## src/rtl/hs32_memory_pkg.sv

```systemverilog
// HS32 shared pipeline types: stage packets, memory-op and memory-stage state enums.
package hs32_types;

  typedef enum logic [1:0] {
    MOP_NONE = 2'd0,
    MOP_LW   = 2'd1,
    MOP_SW   = 2'd2
  } mop_e;

  typedef enum logic [1:0] {
    IDLE = 2'd0,
    BUS  = 2'd1,
    HOLD = 2'd2
  } mem_state_e;

  typedef struct packed {
    logic [31:0] res;
    logic [3:0]  rd;
    logic        we;
    logic [1:0]  mop;
    logic [31:0] sd;
  } hs32_s3pkt;

  typedef struct packed {
    logic [31:0] res;
    logic [3:0]  rd;
    logic        we;
    logic        fault;
  } hs32_s4pkt;

  function automatic logic [31:0] word_addr(
    input logic [31:0] a
  );
    return {a[31:2], 2'b00};
  endfunction

endpackage

```

## src/rtl/hs32_memory_if.sv

```systemverilog
// HS32 data bus: single-word stb/ack transaction between memory stage and memory.
interface hs32_memory_if;

  logic        stb_o;
  logic        we_o;
  logic [31:0] addr_o;
  logic [31:0] dat_o;
  logic [31:0] dat_i;
  logic        ack_i;

  modport master (
    output stb_o, we_o, addr_o, dat_o,
    input  dat_i, ack_i
  );

  modport slave (
    input  stb_o, we_o, addr_o, dat_o,
    output dat_i, ack_i
  );

endinterface

```

## src/rtl/hs32_memory_tmo.sv

```systemverilog
// HS32 memory-stage bus timeout counter (used only with HS32_MEM_TIMEOUT_EN).
module hs32_mem_tmo #(
  parameter int unsigned LIMIT = 255,
  parameter int unsigned W     = 8
) (
  input  logic clk,
  input  logic reset,
  input  logic en,
  input  logic clr,
  output logic expired_o
);

  logic [W-1:0] cnt_q, cnt_d;

  always_comb begin
    cnt_d = cnt_q;
    if (clr) begin
      cnt_d = '0;
    end else if (en) begin
      cnt_d = cnt_q + 1'b1;
    end
  end

  always_ff @(posedge clk or posedge reset) begin
    if (reset) begin
      cnt_q <= '0;
    end else begin
      cnt_q <= cnt_d;
    end
  end

  // fires in the LIMIT-th ack-less bus cycle so that op ends on that edge
  assign expired_o = en && (cnt_q == W'(LIMIT - 1));

endmodule

```

## src/rtl/hs32_memory.sv

```systemverilog
// HS32 stage 4: memory access (LW/SW over stb/ack bus), pass-through otherwise.
// Optional bus timeout fault enabled by defining HS32_MEM_TIMEOUT_EN.
module hs32_memory
  import hs32_types::*;
#(
  parameter int unsigned TIMEOUT_CYC = 255
) (
  input  logic          clk,
  input  logic          reset,
  input  logic          valid_i,
  output logic          ready_o,
  input  hs32_s3pkt     data_i,
  output logic          valid_o,
  input  logic          ready_i,
  output hs32_s4pkt     data_o,
  output logic [3:0]    rd4_o,
  output logic          busy4_o,
  hs32_memory_if.master bus
);

  mem_state_e  state_q, state_d;
  logic        valid_q, valid_d;
  hs32_s4pkt   out_q, out_d;
  logic [31:0] addr_q, addr_d;
  logic [31:0] sd_q, sd_d;
  logic [3:0]  rd_q, rd_d;
  logic        we_q, we_d;
  logic        lw_q, lw_d;

  logic accept;
  logic mem_in;
  logic tmo_exp;

  assign ready_o = (state_q == IDLE) && (!valid_q || ready_i);
  assign accept  = valid_i && ready_o;
  assign mem_in  = (data_i.mop == MOP_LW) || (data_i.mop == MOP_SW);

`ifdef HS32_MEM_TIMEOUT_EN
  localparam int unsigned TW_RAW = $clog2(TIMEOUT_CYC + 1);
  localparam int unsigned TW     = (TW_RAW < 8) ? 8 : TW_RAW;

  logic tmo_en;
  logic tmo_clr;

  assign tmo_en  = (state_q == BUS) && !bus.ack_i;
  assign tmo_clr = accept && mem_in;

  hs32_mem_tmo #(
    .LIMIT (TIMEOUT_CYC),
    .W     (TW)
  ) u_tmo (
    .clk       (clk),
    .reset     (reset),
    .en        (tmo_en),
    .clr       (tmo_clr),
    .expired_o (tmo_exp)
  );
`else
  logic unused_tmo;
  assign unused_tmo = (TIMEOUT_CYC != 0);
  assign tmo_exp    = 1'b0;
`endif

  always_comb begin
    state_d = state_q;
    valid_d = valid_q && !ready_i;
    out_d   = out_q;
    addr_d  = addr_q;
    sd_d    = sd_q;
    rd_d    = rd_q;
    we_d    = we_q;
    lw_d    = lw_q;
    unique case (state_q)
      IDLE: begin
        if (accept && mem_in) begin
          addr_d  = word_addr(data_i.res);
          sd_d    = data_i.sd;
          rd_d    = data_i.rd;
          we_d    = data_i.we;
          lw_d    = (data_i.mop == MOP_LW);
          state_d = BUS;
        end else if (accept) begin
          out_d.res   = data_i.res;
          out_d.rd    = data_i.rd;
          out_d.we    = data_i.we;
          out_d.fault = 1'b0;
          valid_d     = 1'b1;
        end
      end
      BUS: begin
        if (bus.ack_i) begin
          out_d.res   = lw_q ? bus.dat_i : addr_q;
          out_d.rd    = rd_q;
          out_d.we    = lw_q && we_q;
          out_d.fault = 1'b0;
          valid_d     = 1'b1;
          state_d     = IDLE;
        end else if (tmo_exp) begin
          out_d.res   = addr_q;
          out_d.rd    = rd_q;
          out_d.we    = 1'b0;
          out_d.fault = 1'b1;
          valid_d     = 1'b1;
          state_d     = ready_i ? IDLE : HOLD;
        end
      end
      HOLD: begin
        if (valid_q && ready_i) begin
          state_d = IDLE;
        end
      end
      default: state_d = IDLE;
    endcase
  end

  always_ff @(posedge clk or posedge reset) begin
    if (reset) begin
      state_q <= IDLE;
      valid_q <= 1'b0;
      out_q   <= '0;
      addr_q  <= '0;
      sd_q    <= '0;
      rd_q    <= '0;
      we_q    <= 1'b0;
      lw_q    <= 1'b0;
    end else begin
      state_q <= state_d;
      valid_q <= valid_d;
      out_q   <= out_d;
      addr_q  <= addr_d;
      sd_q    <= sd_d;
      rd_q    <= rd_d;
      we_q    <= we_d;
      lw_q    <= lw_d;
    end
  end

  assign bus.stb_o  = (state_q == BUS);
  assign bus.we_o   = (state_q == BUS) && !lw_q;
  assign bus.addr_o = addr_q;
  assign bus.dat_o  = sd_q;

  assign valid_o = valid_q;
  assign data_o  = out_q;
  assign rd4_o   = (state_q == BUS) ? rd_q : out_q.rd;
  assign busy4_o = (state_q == BUS) && lw_q;

endmodule
```

## src/flat_wrapper.sv

```systemverilog
// flat-port wrapper written by rule: the top's interface ports become plain ports
module hs32_memory_flat import hs32_types::*;
#(
  parameter int unsigned TIMEOUT_CYC = 255
)
  (clk, reset, valid_i, ready_o, data_i, valid_o, ready_i, data_o, rd4_o, busy4_o, bus_stb_o, bus_we_o, bus_addr_o, bus_dat_o, bus_dat_i, bus_ack_i);
  hs32_memory_if bus_i ();
  input  logic clk;
  input  logic reset;
  input  logic valid_i;
  output logic ready_o;
  input  hs32_s3pkt data_i;
  output logic valid_o;
  input  logic ready_i;
  output hs32_s4pkt data_o;
  output logic [3:0] rd4_o;
  output logic busy4_o;
  output wire logic [$bits(bus_i.stb_o)-1:0] bus_stb_o;
  output wire logic [$bits(bus_i.we_o)-1:0] bus_we_o;
  output wire logic [$bits(bus_i.addr_o)-1:0] bus_addr_o;
  output wire logic [$bits(bus_i.dat_o)-1:0] bus_dat_o;
  input wire logic [$bits(bus_i.dat_i)-1:0] bus_dat_i;
  input wire logic [$bits(bus_i.ack_i)-1:0] bus_ack_i;
  assign bus_stb_o = bus_i.stb_o;
  assign bus_we_o = bus_i.we_o;
  assign bus_addr_o = bus_i.addr_o;
  assign bus_dat_o = bus_i.dat_o;
  assign bus_i.dat_i = bus_dat_i;
  assign bus_i.ack_i = bus_ack_i;
  hs32_memory #(.TIMEOUT_CYC(TIMEOUT_CYC)) u_core (.clk(clk), .reset(reset), .valid_i(valid_i), .ready_o(ready_o), .data_i(data_i), .valid_o(valid_o), .ready_i(ready_i), .data_o(data_o), .rd4_o(rd4_o), .busy4_o(busy4_o), .bus(bus_i));
endmodule
```

## config.mk

```make
export PLATFORM = sky130hd
export DESIGN_NAME = hs32_memory_flat
export DESIGN_NICKNAME = d
export VERILOG_FILES = /design/src/rtl/hs32_memory_pkg.sv /design/src/rtl/hs32_memory_if.sv /design/src/rtl/hs32_memory_tmo.sv /design/src/rtl/hs32_memory.sv /design/src/flat_wrapper.sv
export SDC_FILE = /design/constraint.sdc
export NUM_CORES = 1
export LEC_CHECK = 0
export CAP_MARGIN = 20
export CORE_AREA = 3 3 118 120
export DETAILED_ROUTE_END_ITERATION = 16
export DIE_AREA = 0 0 121 123
export PLACE_DENSITY = 0.83
export SYNTH_ARGS = -nofsm -noshare
export SYNTH_HDL_FRONTEND = slang
export SYNTH_HIERARCHICAL = 1
export SYNTH_SLANG_ARGS = --single-unit
```

## constraint.sdc

```tcl
create_clock -name clk -period 3.17 [get_ports clk]
set_input_delay 0.634 -clock clk [delete_from_list [all_inputs] [get_ports clk]]
set_output_delay 0.634 -clock clk [all_outputs]
set_load 0.02 [all_outputs]
```

### After elaboration in Yosys (flattened, before gate mapping)

Cells that the tools add are included.

* equality and inequality tests: 9
* multiplexer cells: 14
* reductions and logical operators: 18

Operators with widths (number)
* 38-bit 2-to-1 mux: 3
* 38-bit case mux with 2 select lines: 1
* 32-bit 2-to-1 mux: 1
* 1-bit logical AND: 8
* 2-bit 2-to-1 mux: 3
* 2-bit by 1-bit != test with 1-bit output (second input constant): 3
* 2-bit case mux with 3 select lines: 1
* 2-bit by 1-bit == test with 1-bit output (second input constant): 2
* 2-bit == test (second input constant): 2
* 4-bit 2-to-1 mux: 1
* 2-bit != test (second input constant): 2
* 4-bit AND reduction: 1
* 1-bit zero test: 3
* 1-bit 2-to-1 mux: 3
* 3-bit AND reduction: 1
* 2-bit zero test: 1
* 1-bit logical OR: 2
* 1-bit case mux with 2 select lines: 1
* 2-bit AND reduction: 1
* 2-bit nonzero test: 1

* register bits: 109
* output and inout port bits: 111
* logic and storage cells: 52

### Depth between registers and ports, before layout

* word-level depth: 7
* gate-level depth with buffers: 6
* depth with buffers taken out: 5

### Worst setup path after synthesis

Ideal clock, no wire load.

* kind: input -> register
* start point: input data_i[33] in the netlist's numbering
* end point: register u_core.out_q, in the netlist u_core/data_o[16]
* library setup time: 0.125 ns
* data arrival time: 2.010 ns
* required time: 3.045 ns
* slack: 1.036 ns
* stages: 6
* cell sequence: inv_1 -> ha_1 -> inv_1 -> o31ai_4 -> buf_6 -> mux2_2

* word-level cells in the longest chain between the ends: 5
* elaborated cells on any way between the ends: 6
* those cells by class: 3 x eq/ne; 3 x reduce/logical

RTL lines
* from (decl): line flat_wrapper.sv:12 `input hs32_s3pkt data_i;`
* 2-bit by 1-bit == test with 1-bit output or 2-bit == test (tied branches): line hs32_memory.sv:36 `assign mem_in = (data_i.mop == MOP_LW) || (data_i.mop == MOP_SW);`
* 1-bit logical OR (*): line hs32_memory.sv:36
* 1-bit logical AND (*): line hs32_memory.sv:75 `if (accept && mem_in) begin`
* 2-bit != test (no line) (*)
* 4-bit AND reduction (no line) (*)
* to (signal assigned): line hs32_memory.sv:129 `out_q <= out_d;`
* to (decl): line hs32_memory.sv:23 `hs32_s4pkt out_q, out_d;`

Mark *: on every way between the ends. The rest lies on a longest branch, timed or not.
A chain may end at the register's enable or synchronous reset.

### Worst setup path after layout

* start point: register u_core.state_q[0]
* end point: output rd4_o[0]

* word-level cells in the longest chain between the ends: 2

RTL lines
* from (decl): line hs32_memory.sv:21 `mem_state_e state_q, state_d;`
* from (signal assigned): line hs32_memory.sv:127 `state_q <= state_d;`
* 2-bit by 1-bit == test with 1-bit output: line hs32_memory.sv:145 `assign rd4_o = (state_q == BUS) ? rd_q : out_q.rd;`
* 4-bit 2-to-1 mux: line hs32_memory.sv:145
* to (decl): line flat_wrapper.sv:16 `output logic [3:0] rd4_o;`

No other way between the ends.

==> metrics.yaml <==
outcome: "finished clean"
cell_type_with_the_largest_total_area_after_synthesis: "dfrtp_1"
drc_viols: 0
share_of_the_clock_period_used_by_the_worst_path: 0.853
diodes: 0
critical_path.max_fanout: 22
num_vias: 3661
starting_density: 0.367
max_clock_freq_ghz: 0.370
final_cell_area_um2: 7460
groute.layer.met3.usage: 0.0599
power.clock.fraction: 0.162
yosys-top-cells-area: "dfrtp_1, mux2_2, mux2i_1"
initial_antenna_violation_count: 0
internal-power_mw: 4.24
drv_slew: 0
final_gp_congestion: 0.776
area.growth.synth_to_final_pct: 55.4
buffer_ports.inserted: 215
globalRoute.busiestLayer: "met2"
worst-r2r-cell-count: 4
ant_nets: 0
crit_buf_inv: 2
startpoint: "u_core/state_q[0]"
htree_num_levels: 3
min_period_ns: 2.70
fin_worst_skew_ns: 0.00573
totalWireLength_mm: 12.6
slew_headroom: 0.488
drive_gt1_frac: 0.229
dieHeight_um: 123
cts_tree: "done"
post_synth_top_area_share: 0.558
fillerInstances: 1073
switching_share: 0.359
slowest_delay_ns: 0.62
synth.cells.most_frequent: "dfrtp_1, mux2_2, nor2_1, a21oi_1, mux2i_1"
setup_viol_count_final: 0
critPathTopFamily: "buffers and inverters"
cp_num_cells: 4
hold_buffers: 0
worstSetupPathType: "reg2out"
critPathRequiredTime_ns: 2.54
postPlaceCellArea_um2: 7170
share_of_flip_flops_with_an_asynchronous_set_or_reset: 1.00
core.rowCount: 42
pwr-share-seq: 0.353
path_cells: "buf_4, nand2_1, o21ai_0, clkdlybuf4s50_1"
synth_cells: 367
gr-usage-met1: 0.208
post-place-ws_ns: 0.571
timing_worst_slew_pin_value_ns: 0.766
seq_area_um2: 2680
yosysUniqueCellTypes: 23
power.combinational.fraction: 0.485
hold_slack_ns: 0.489
cts_root_buffer: "clkbuf_16"
hpwlAfterDp_mm: 9.27
clk_pin_slew_ns: 0.07
drt_pass1_iterations: 4
detail_route.vias_per_cell: 4.81
wl_per_cell_um: 16.6
grt_util_all_layers: 0.171
final_core_util: 0.570
rsz0062_at_grt: "no"
critPathSlowestCell: "clkdlybuf4s50_1"
non_filler_cells_in_the_finished_layout: 761
drt_iter0_markers: 131
netSwitchingPower_mw: 2.37
critPathArrivalTime_ns: 2.07
first_pass_grt_wire_length_mm: 20.1
power.static_leakage_nw: 3.03
vdd_ir_drop_max_uv: 419
first_global_vias: 3916
cts-buffers-inserted: 9
placeableCoreArea_um2: 13100
ys_ff_latch: 107
post_cts_resized: 0
timing.hold.worst.class: "reg2reg"
worstSkewPairLatency_ns: 0.34
tns_setup_ns: 0
post_synth.cell_area_avg_um2: 13.1
ios: 219
r2r-end: "u_core/bus.addr_o[27]"
placed_cells: 745
regToRegStartpoint: "u_core/state_q[0]"
post-layout-total-power_mw: 6.61
crit_path_end: "rd4_o[0]"
start_kind: "flip-flop"
synthFlopType: "dfrtp_1"
met2_usage: 0.284
finish.net_count: 689
power-per-cell-area_nw_per_um2: 886
die_area_um2: 14900
final-hold-violation-count: 0
setup.reg_to_reg.worst_slack_ns: 1.32
multi_input_area_um2: 1950
cts.path.max_buffers: 2
final_critical_path_setup_slack_ns: 0.465
largest_net_degree_at_the_start_of_global_routing: 46
global_route.overflow_total: 0
synth_enable_flop_cells: 0
drv_cap: 0
critPathCaptureType: "output port"
post_cts_buffers: 0
cts_num_sinks: 107
synth.most_common_cell: "dfrtp_1"
synth.yosys.seq_area_share: 0.558
yosysWarnings: 6
die_x_um: 121
mappedNetlistArea_um2: 4800
==> sequential cells by signal (all words and copies together) (netlist names) <==
signal / cells
u_core/state_q: 1
u_core/bus.addr_o: 30
u_core/bus.dat_o: 32
u_core/we_q: 1
u_core/data_o: 37
u_core/valid_o: 1
u_core/rd_q: 4
u_core/lw_q: 1
==> power groups by stage <==
stage                     clock network, mW  registers (mW)  logic (mW)
after CTS                              1.11            2.34        3.25
final                                  1.07            2.33        3.21
after floorplan                           0            2.95        1.02
after global routing                   1.17            2.42        3.39
after detailed placement                  0            2.36        3.23
after global placement                    0            2.32        3.19
==> per-layer routing <==
metal / up-vias / routed length, um
met5: - / 0
li1: 1702 / -
met2: 164 / 6100
met4: 0 / 191
met3: 14 / 1230
met1: 1781 / 5110
==> kinds of logic after synthesis <==
family / Yosys count / synth area share
flops: 107 / 0.558
other cells: 1 / 0.000781
mux: 135 / 0.309
compound gates: 45 / 0.0532
simple gates: 41 / 0.0370
fa+ha+maj: 1 / 0.00261
buf+inv: 37 / 0.0399
==> cells in the final DEF (no fill, tap or decap), types with 5 or more instances in the layout <==
cell             count
mux2i_1             30
clkdlybuf4s50_1    215
nor2_1              32
a21oi_1             31
mux2_2             101
nand2_1              5
clkbuf_16            9
dfrtp_1            105
o21ai_0              9
buf_4                6
inv_1               11
==> worst min path at each step <==
stage	cells past startpoint	to	startpoint	slack (ns)
CTS	1	u_core/data_o[32]	u_core/data_o[32]	0.49
global placement	1	u_core/data_o[20]	u_core/data_o[20]	0.47
detailed placement	1	u_core/data_o[32]	u_core/data_o[32]	0.48
floorplan	1	u_core/rd_q[0]	u_core/rd_q[0]	0.48
global route	1	u_core/data_o[32]	u_core/data_o[32]	0.51
finish	1	u_core/data_o[20]	u_core/data_o[20]	0.49
==> area by class of cell <==
| cell class | count | area share |
|---|---|---|
| Tap cell | 176 | 0.0295 |
| Clock buffer | 11 | 0.0339 |
| Clock inverter | 5 | 0.00503 |
| Inverter | 12 | 0.00654 |
| Timing Repair Buffer | 225 | 0.305 |
| Sequential cell | 107 | 0.359 |
| Multi-Input combinational cell | 225 | 0.261 |
No activity file was read; power rests on OpenSTA's default activity.
